==> config.mk <==
export PLATFORM = sky130hd
export DESIGN_NAME = fpu_issue_ctrl_flat
export DESIGN_NICKNAME = d
export VERILOG_FILES = /design/src/rtl/fpu_issue_ctrl_if.sv /design/src/rtl/fpu_issue_ctrl.sv /design/src/flat_wrapper.sv
export SDC_FILE = /design/constraint.sdc
export NUM_CORES = 1
export LEC_CHECK = 0
export ABC_AREA = 1
export CORE_MARGIN = 1
export CORE_UTILIZATION = 43
export DETAILED_ROUTE_END_ITERATION = 16
export GPL_TIMING_DRIVEN = 0
export PLACE_DENSITY = 0.93
export SLEW_MARGIN = 20
export SYNTH_ARGS = -nofsm -noshare
export SYNTH_HDL_FRONTEND = slang
export SYNTH_SLANG_ARGS = --single-unit
export TNS_END_PERCENT = 100
==> constraint.sdc <==
create_clock -name clk -period 2 [get_ports clk]
set_input_delay 0.4 -clock clk [delete_from_list [all_inputs] [get_ports clk]]
set_output_delay 0.4 -clock clk [all_outputs]
set_load 0.02 [all_outputs]
==> src/rtl/fpu_issue_ctrl_if.sv <==
// Request/response channel between the core and the FPU issue controller.
// Both channels use valid/ready: a transfer happens on the rising clk edge
// where valid and ready are both 1. Once raised, valid and its payload stay
// stable until that transfer.
//   req_*  : core -> controller (req_ready flows back)
//   resp_* : controller -> core (resp_ready flows back)
// master = core side, slave = controller side.
interface fpu_issue_ctrl_if #(
  parameter int TAG_W = 5
);
  logic             req_valid;
  logic             req_ready;
  logic [3:0]       req_op;
  logic [31:0]      req_src0;
  logic [31:0]      req_src1;
  logic [TAG_W-1:0] req_tag;
  logic             resp_valid;
  logic             resp_ready;
  logic [31:0]      resp_data;
  logic [TAG_W-1:0] resp_tag;

  modport master (
    output req_valid, req_op, req_src0, req_src1, req_tag, resp_ready,
    input  req_ready, resp_valid, resp_data, resp_tag
  );

  modport slave (
    input  req_valid, req_op, req_src0, req_src1, req_tag, resp_ready,
    output req_ready, resp_valid, resp_data, resp_tag
  );
endinterface

==> src/rtl/fpu_issue_ctrl.sv <==
// FPU issue controller: accepts one FP op at a time, holds its opcode and
// operands on the shared datapath for the op's latency, captures the result
// and returns it with the request tag. It is the only source of completion
// timing for the datapath.
// Ports:
//   clk, rstn      clock, synchronous active-low reset
//   flush          abort any in-flight op (synchronous, wins over everything)
//   bus            request/response channels (slave side)
//   fpu_op/src0/1  registered opcode and operands to the datapath
//   fpu_result     datapath result, sampled on the op's final cycle
//   busy           controller not idle
//   dbg_state      current FSM state
module fpu_issue_ctrl #(
  parameter int LAT_ADD  = 3,
  parameter int LAT_MUL  = 3,
  parameter int LAT_DIV  = 10,
  parameter int LAT_SQRT = 8,
  parameter int TAG_W    = 5
) (
  input  logic         clk,
  input  logic         rstn,
  input  logic         flush,
  fpu_issue_ctrl_if.slave bus,
  output logic [3:0]   fpu_op,
  output logic [31:0]  fpu_src0,
  output logic [31:0]  fpu_src1,
  input  logic [31:0]  fpu_result,
  output logic         busy,
  output logic [1:0]   dbg_state
);

  typedef enum logic [1:0] {
    IDLE = 2'd0,
    EXEC = 2'd1,
    RESP = 2'd2
  } state_t;

  state_t           state_q, state_d;
  logic [3:0]       cnt_q;
  logic [TAG_W-1:0] tag_q;
  logic             illegal_q;
  logic             accept;

  // Latency minus one, i.e. the value loaded into the down-counter.
  // Single-cycle ops and illegal opcodes share the default.
  function automatic logic [3:0] lat_m1(input logic [3:0] op);
    case (op)
      4'h0, 4'h1: lat_m1 = 4'(LAT_ADD - 1);
      4'h2:       lat_m1 = 4'(LAT_MUL - 1);
      4'h3:       lat_m1 = 4'(LAT_DIV - 1);
      4'h4:       lat_m1 = 4'(LAT_SQRT - 1);
      default:    lat_m1 = 4'd0;
    endcase
  endfunction

  // A new op may enter while idle, or in the same cycle the pending
  // response is consumed, so back-to-back ops have no bubble.
  assign bus.req_ready  = rstn & ~flush &
                          ((state_q == IDLE) | ((state_q == RESP) & bus.resp_ready));
  assign accept         = bus.req_valid & bus.req_ready;
  assign bus.resp_valid = (state_q == RESP);
  assign busy           = (state_q != IDLE);
  assign dbg_state      = state_q;

  always_comb begin
    state_d = state_q;
    case (state_q)
      IDLE: if (accept) state_d = EXEC;
      EXEC: if (cnt_q == 4'd0) state_d = RESP;
      RESP: if (bus.resp_ready) state_d = accept ? EXEC : IDLE;
      default: state_d = IDLE;
    endcase
    if (flush) state_d = IDLE;
  end

  always_ff @(posedge clk) begin
    if (!rstn) begin
      state_q       <= IDLE;
      cnt_q         <= 4'd0;
      tag_q         <= '0;
      illegal_q     <= 1'b0;
      fpu_op        <= 4'hF;
      fpu_src0      <= 32'd0;
      fpu_src1      <= 32'd0;
      bus.resp_data <= 32'd0;
      bus.resp_tag  <= '0;
    end else begin
      state_q <= state_d;
      if (flush) begin
        fpu_op <= 4'hF;
      end else if (accept) begin
        fpu_op    <= bus.req_op;
        fpu_src0  <= bus.req_src0;
        fpu_src1  <= bus.req_src1;
        tag_q     <= bus.req_tag;
        illegal_q <= (bus.req_op > 4'hA);
        cnt_q     <= lat_m1(bus.req_op);
      end else begin
        if (state_q == EXEC) begin
          if (cnt_q == 4'd0) begin
            bus.resp_data <= illegal_q ? 32'd0 : fpu_result;
            bus.resp_tag  <= tag_q;
          end else begin
            cnt_q <= cnt_q - 4'd1;
          end
        end
        // Response consumed with nothing new behind it: park the datapath.
        if ((state_q == RESP) && bus.resp_ready) fpu_op <= 4'hF;
      end
    end
  end

endmodule

==> src/flat_wrapper.sv <==
// flat-port wrapper written by rule: the top's interface ports become plain ports
module fpu_issue_ctrl_flat 
#(
  parameter int LAT_ADD  = 3,
  parameter int LAT_MUL  = 3,
  parameter int LAT_DIV  = 10,
  parameter int LAT_SQRT = 8,
  parameter int TAG_W    = 5
)
  (clk, rstn, flush, fpu_op, fpu_src0, fpu_src1, fpu_result, busy, dbg_state, bus_req_valid, bus_req_op, bus_req_src0, bus_req_src1, bus_req_tag, bus_resp_ready, bus_req_ready, bus_resp_valid, bus_resp_data, bus_resp_tag);
  fpu_issue_ctrl_if #(.TAG_W(TAG_W)) bus_i ();
  input  logic clk;
  input  logic rstn;
  input  logic flush;
  output logic [3:0] fpu_op;
  output logic [31:0] fpu_src0;
  output logic [31:0] fpu_src1;
  input  logic [31:0] fpu_result;
  output logic busy;
  output logic [1:0] dbg_state;
  input wire logic [$bits(bus_i.req_valid)-1:0] bus_req_valid;
  input wire logic [$bits(bus_i.req_op)-1:0] bus_req_op;
  input wire logic [$bits(bus_i.req_src0)-1:0] bus_req_src0;
  input wire logic [$bits(bus_i.req_src1)-1:0] bus_req_src1;
  input wire logic [$bits(bus_i.req_tag)-1:0] bus_req_tag;
  input wire logic [$bits(bus_i.resp_ready)-1:0] bus_resp_ready;
  output wire logic [$bits(bus_i.req_ready)-1:0] bus_req_ready;
  output wire logic [$bits(bus_i.resp_valid)-1:0] bus_resp_valid;
  output wire logic [$bits(bus_i.resp_data)-1:0] bus_resp_data;
  output wire logic [$bits(bus_i.resp_tag)-1:0] bus_resp_tag;
  assign bus_i.req_valid = bus_req_valid;
  assign bus_i.req_op = bus_req_op;
  assign bus_i.req_src0 = bus_req_src0;
  assign bus_i.req_src1 = bus_req_src1;
  assign bus_i.req_tag = bus_req_tag;
  assign bus_i.resp_ready = bus_resp_ready;
  assign bus_req_ready = bus_i.req_ready;
  assign bus_resp_valid = bus_i.resp_valid;
  assign bus_resp_data = bus_i.resp_data;
  assign bus_resp_tag = bus_i.resp_tag;
  fpu_issue_ctrl #(.LAT_ADD(LAT_ADD), .LAT_MUL(LAT_MUL), .LAT_DIV(LAT_DIV), .LAT_SQRT(LAT_SQRT), .TAG_W(TAG_W)) u_core (.clk(clk), .rstn(rstn), .flush(flush), .bus(bus_i), .fpu_op(fpu_op), .fpu_src0(fpu_src0), .fpu_src1(fpu_src1), .fpu_result(fpu_result), .busy(busy), .dbg_state(dbg_state));
endmodule
==> results of run 1 <==
==> through the flow <==
step	instance area, sq um	std cells
3_5_place_dp	6738	916
5_1_grt	7351	948
6_report	7351	948
3_3_place_gp	6738	916
4_1_cts	7342	948
2_1_floorplan	4389	565
==> placed cells by master, fill, tap and decap left out <==
master             n
clkbuf_1          26
nand2_1          130
dfxtp_2            1
nor2_1            15
clkbuf_8           4
buf_6              1
clkinv_2           3
nand3_2            1
clkinvlp_4         3
inv_4              1
inv_2              2
ha_1               1
o211a_1            1
buf_4              4
clkbuf_16         16
nor3_1             1
a21oi_1          108
nand3_1          105
dlygate4sd2_1      3
a211oi_1           1
clkbuf_2           1
bufinv_16          3
o22ai_1            4
o21ai_0            9
buf_1              1
dlymetal6s2s_1     1
nor2_2             1
nand4_1            1
nor2_4             2
dfxtp_1          116
buf_2             16
inv_1             18
o21ai_2            1
clkdlybuf4s50_1  213
xor2_1             1
==> repair_timing <==
item / 4_1_cts / 5_1_grt
setup endpoints to repair: 3 / 5
buffers inserted: 2 / 0
gates resized for setup: 12 / 6
pin swaps: 2 / 0
==> registers in the layout, indices dropped and copies added, names as in the netlist <==
register              cells
u_core.bus.resp_data     32
u_core.bus.resp_tag       5
u_core.fpu_src0          32
u_core.fpu_src1          32
u_core.fpu_op             4
u_core.tag_q              5
u_core.cnt_q              4
u_core.dbg_state          2
u_core.illegal_q          1
==> layer usage <==
layer	GRT usage	vias to the layer above	wire (microns)
met5	0	-	0
met4	0.1322	0	352
met3	0.1132	36	1523
met2	0.5138	236	7848
met1	0.2831	2317	5552
li1	-	2372	-
==> cell usage after synthesis, drive strengths merged <==
library cell  count  area [sq um]
dfxtp           117          2342
o211a             1         10.01
nor3              1         5.000
nand3           106         535.5
buf              19         96.34
ha                1         12.51
xor2              1         8.760
a21oi           108         540.5
a211oi            1         7.510
clkbuf           26         97.59
nand4             1         6.260
nand2           130         488.0
inv              21         78.83
o22ai             4         25.02
o21ai            10         50.05
nor2             18         85.08
==> worst max-delay path by stage <==
| stage | from | endpoint | cells past startpoint |
|---|---|---|---|
| floorplan | u_core.dbg_state[1] | bus_req_ready | 4 |
| global placement | rstn | bus_req_ready | 7 |
| detailed placement | rstn | bus_req_ready | 7 |
| CTS | u_core.dbg_state[1] | bus_req_ready | 5 |
| global route | u_core.dbg_state[1] | bus_req_ready | 5 |
| finish | flush | bus_req_ready | 6 |
==> area by class of cell <==
class | count | area, sq um | area share
Tap cell | 133 | 166.4 | 0.02264
Inverter | 21 | 81.33 | 0.01106
Sequential cell | 117 | 2344 | 0.3188
Buffer | 45 | 201.4 | 0.02740
Multi-Input combinational cell | 382 | 1778 | 0.2419
Timing Repair Buffer | 220 | 2193 | 0.2984
Clock buffer | 21 | 459.2 | 0.06247
Clock inverter | 9 | 127.6 | 0.01736
==> power breakdown <==
| part | internal (uW) | leakage (uW) | switching, uW |
|---|---|---|---|
| clock | 1970 | 0.000282 | 1030 |
| sequential | 2390 | 0.000948 | 30.9 |
| combinational | 350 | 0.00149 | 337 |
==> worst max-delay path, stage by stage <==
cell             delay [ns]
clkdlybuf4s50_1        0.49
nor2_4                 0.14
inv_2                  0.06
nor2_4                 0.13
buf_6                  0.16
buf_4                  0.15
==> cells by family (layout without fill, tap and decap cells) <==
kind of cell | after synthesis | in the layout | share of synthesized area
buffers and inverters | 66 | 316 | 0.06214
adder cells (fa/ha/maj) | 1 | 1 | 0.002850
XOR/XNOR | 1 | 1 | 0.001996
flip-flops | 117 | 117 | 0.5336
AND/OR/NAND/NOR | 256 | 256 | 0.2551
AO/OA/AOI/OAI | 124 | 124 | 0.1442
==> flow_metrics.env, run 1 <==
export IMPL_status="complete, no violations"
export IMPL_leakagePower_uw=0.002719
export IMPL_path_class="primary input to output port"
export IMPL_cp_start_kind="primary input"
export IMPL_grt_pass1_vias=4895
export IMPL_worstHoldStart="rstn"
export IMPL_synth_nets=676
export IMPL_cap_violations=0
export IMPL_antenna_found_initial=0
export IMPL_hold_path_cell_count=3
export IMPL_fin_crit_ns=1.930
export IMPL_htreeDepth=4
export IMPL_fin_skew_ns=0.008443
export IMPL_gp_congestion=0.8283
export IMPL_grt_overflow=0
export IMPL_clk_path_buf_depth=2
export IMPL_final_util=0.7486
export IMPL_port_buffers=218
export IMPL_synth_area_per_cell_sq_um=7.769
export IMPL_vdd_ir_drop_max_v=0.0004963
export IMPL_critPathCaptureType="output port"
export IMPL_post_dp_hpwl_microns=11050
export IMPL_holdWs_ns=0.3939
export IMPL_hp_class="primary input to flop"
export IMPL_io_pins=220
export IMPL_syn_area_sq_mm=0.004389
export IMPL_dieArea_sq_mm=0.01062
export IMPL_fmax_mhz=518.2
export IMPL_syn_to_final_growth_pct=67.47
export IMPL_place_worst_setup_slack_ns=-0.9531
export IMPL_crit_required_ns=1.60
export IMPL_fin_ws_ns=0.07036
export IMPL_cts_root_buffer="clkbuf_8"
export IMPL_core_sq_mm=0.009819
export IMPL_grt_max_degree=17
export IMPL_p_per_area_mw_per_mm2=831.7
export IMPL_wl_microns=15280
export IMPL_dr_pass1_iters=5
export IMPL_setup_viol=0
export IMPL_num_antenna_cells=0
export IMPL_seq_area_frac_synth=0.5336
export IMPL_tightestPinTransition_ns=0.5525
export IMPL_worstReg2RegStart="u_core.cnt_q[0]"
export IMPL_vias_per_cell=5.233
export IMPL_critPathArrivalTime_ns=1.53
export IMPL_clkTransAtPathRegs_ns=0.05
export IMPL_layout_drive_gt1_share=0.07362
export IMPL_hold_viol_final=0
export IMPL_rows=36
export IMPL_drcViolationCount=0
export IMPL_nNetsFinal=915
export IMPL_syn_inst=565
export IMPL_first_iter_violations=181
export IMPL_ant_nets=0
export IMPL_cts_buffers=17
export IMPL_fin_total_pwr_uw=6113
export IMPL_tns_ns=0
export IMPL_ys_warn_count=0
export IMPL_r2r_slack_ns=0.16
export IMPL_hold_end="u_core.tag_q[3]"
export IMPL_die_x_microns=103.0
export IMPL_dr_total_vias=4961
export IMPL_slew_violations=0
export IMPL_wl_per_cell_microns=16.11
export IMPL_clock_latency_ns=0.51
export IMPL_finalCritPeriodShare=0.9648
export IMPL_cts_tree="yes"
export IMPL_grt_pass1_wl_microns=22800
export IMPL_start_util=0.4470
export IMPL_r2r_end="u_core.bus.resp_data[7]"
export IMPL_synthDistinctLibCells=22
export IMPL_rsz0062_at_grt="false"
export IMPL_nFillCells=711
export IMPL_ctsHoldBuffers=0
export IMPL_ys_ff_latch=117
export IMPL_die_h_microns=103.0
export IMPL_clock_sinks=117
export IMPL_grt_total_usage=0.2833
export IMPL_r2r_cells=8
export IMPL_slew_headroom=0.6316
export IMPL_worst_path_max_fanout=10
Power figures use the tool's default switching activity.
==> run 2, diff against run 1 <==
CAP_MARGIN = 20   (was unset)
==> results of run 2 <==
Same layout as run 1: the final DEF is identical, and so are final timing and power.
==> run 3, diff against run 2 <==
CELL_PAD_IN_SITES_DETAIL_PLACEMENT = 0   (was unset)
CELL_PAD_IN_SITES_GLOBAL_PLACEMENT = 1   (was unset)
CORE_UTILIZATION = 30   (was 43)
PLACE_DENSITY = unset   (was 0.93)
PLACE_DENSITY_LB_ADDON = 0.1   (was unset)
REMOVE_ABC_BUFFERS = 1   (was unset)
==> flow_metrics.env, run 3 (synthesis gave the netlist of run 1 again) <==
export IMPL_hold_viol_final=0
export IMPL_p_per_area_mw_per_mm2=803.0
export IMPL_fin_total_pwr_uw=5989
export IMPL_finalNonFillerCells=969
export IMPL_clock_sinks=117
export IMPL_htreeDepth=4
export IMPL_start_util=0.3114
export IMPL_place_area_sq_mm=0.006775
export IMPL_status="complete, no violations"
export IMPL_post_dp_hpwl_microns=9347
export IMPL_grt_pass1_vias=4386
export IMPL_worst_path_max_fanout=13
export IMPL_gp_congestion=0.7688
export IMPL_wl_per_cell_microns=14.93
export IMPL_finalInstanceArea_sq_mm=0.007458
export IMPL_critPathCaptureType="output port"
export IMPL_grt_max_degree=62
export IMPL_fin_skew_ns=0.006027
export IMPL_cts_tree="yes"
export IMPL_clkTransAtPathRegs_ns=0.05
export IMPL_slew_headroom=0.2798
export IMPL_dr_pass1_iters=5
export IMPL_leakagePower_uw=0.002703
export IMPL_nNetsFinal=886
export IMPL_cts_buffers=17
export IMPL_ant_nets=0
export IMPL_core_sq_mm=0.01410
export IMPL_die_x_microns=123.0
export IMPL_grt_pass1_wl_microns=21910
export IMPL_place_inst=925
export IMPL_first_iter_violations=215
export IMPL_tightestPinTransition_ns=1.079
export IMPL_holdWs_ns=0.3305
export IMPL_crit_required_ns=1.60
export IMPL_rsz0062_at_grt="false"
export IMPL_wl_microns=14470
export IMPL_path_common_cell="nor2_4"
export IMPL_io_pins=220
export IMPL_critPathTopFamily="buffers and inverters"
export IMPL_die_h_microns=123.0
export IMPL_critPathMaxStageDelay_ns=0.46
export IMPL_drcViolationCount=0
export IMPL_layout_drive_gt1_share=0.07487
export IMPL_path_class="primary input to output port"
export IMPL_cp_start_kind="primary input"
export IMPL_clk_path_buf_depth=2
export IMPL_vias_per_cell=4.682
export IMPL_cap_violations=0
export IMPL_hp_class="primary input to flop"
export IMPL_crit_chain="clkdlybuf4s50_1 > nor2_4 > inv_2 > nor2_4 > clkbuf_16 > buf_4"
export IMPL_grt_overflow=0
export IMPL_mostFrequentLayoutCell="clkdlybuf4s50_1"
export IMPL_vdd_ir_drop_max_v=0.0005341
export IMPL_clock_latency_ns=0.41
export IMPL_slowest_stage="clkdlybuf4s50_1"
export IMPL_setup_viol=0
export IMPL_dieArea_sq_mm=0.01512
export IMPL_top_regs="u_core.bus.resp_data: 32 flops, u_core.fpu_src0: 32 flops, u_core.fpu_src1: 32 flops"
export IMPL_r2r_cells=9
export IMPL_antenna_found_initial=0
export IMPL_port_buffers=219
export IMPL_fin_crit_ns=1.932
export IMPL_cp_depth=6
export IMPL_syn_to_final_growth_pct=69.93
export IMPL_fmax_mhz=517.5
export IMPL_finalCritPeriodShare=0.9662
export IMPL_dr_total_vias=4537
export IMPL_mostFrequentLayoutCells="clkdlybuf4s50_1 (213), nand2_1 (130), dfxtp_1 (117)"
export IMPL_cts_root_buffer="clkbuf_16"
export IMPL_critPathArrivalTime_ns=1.53
export IMPL_path_buf_inv=4
export IMPL_rows=43
export IMPL_grt_total_usage=0.1915
export IMPL_slew_violations=0
export IMPL_hold_path_cell_count=3
[run 3: metrics by stage]
| stage | worst slack [ns] | setup TNS, ns | utilization |
|---|---|---|---|
| 2_1_floorplan | -0.6276 | -55.70 | - |
| 3_3_place_gp | -3.953 | -359.42 | 0.4691 |
| 3_5_place_dp | -1.869 | -103.17 | 0.4807 |
| 4_1_cts | 0.01842 | 0 | 0.5241 |
| 5_1_grt | 0.009680 | 0 | 0.5289 |
| 6_report | 0.06762 | 0 | 0.5291 |
[run 3: cell type report]
cell class	instances	area [sq um]
Tap cell	180	225.2
Antenna cell	1	2.502
Clock inverter	8	72.57
Inverter	21	90.09
Clock buffer	24	501.7
Fill cell	1305	6638
Multi-Input combinational cell	383	1804
Sequential cell	117	2342
Timing Repair inverter	1	7.507
Timing Repair Buffer	234	2412
[run 3: worst register-to-register path, cell delays in order, from the launching register on]
cell and delay [ns]:
dfxtp_1 0.41, inv_2 0.09, nor2_1 0.20, nand2_1 0.13, nor2_4 0.18, buf_16 0.19, clkinvlp_4 0.12, buf_4 0.17
nand2_1 0.06, a21oi_1 0.06
[run 3: power by group]
group	switching, uW	total [uW]	leakage (uW)	internal (uW)
combinational	324	686	0.00148	362
clock	1020	2880	0.000278	1860
sequential	28.1	2420	0.000948	2390
total	1370	5990	0.00270	4620
[run 3: worst paths after layout]
kind	startpoint	endpoint	slack, ns
worst min-delay path	rstn	u_core.cnt_q[0]	0.33
worst min register to register	u_core.tag_q[2]	u_core.bus.resp_tag[2]	0.45
worst max register to register	u_core.dbg_state[0]	u_core.bus.resp_data[30]	0.26
worst max-delay path	flush	bus_req_ready	0.07
[run 3: layer usage]
layer / track usage / up-vias / part of all wire
met3: 0.1029 / 16 / 0.11
li1: - / 2314 / -
met4: 0.06936 / 0 / 0.015
met1: 0.2135 / 2039 / 0.41
met2: 0.3076 / 168 / 0.46
met5: 0 / - / 0
[run 3: repair_timing]
item,CTS,global route
pin swaps,3,1
setup buffers,3,5
setup endpoints to repair,115,34
gates cloned,2,1
resized for setup,19,4
hold buffers,0,0
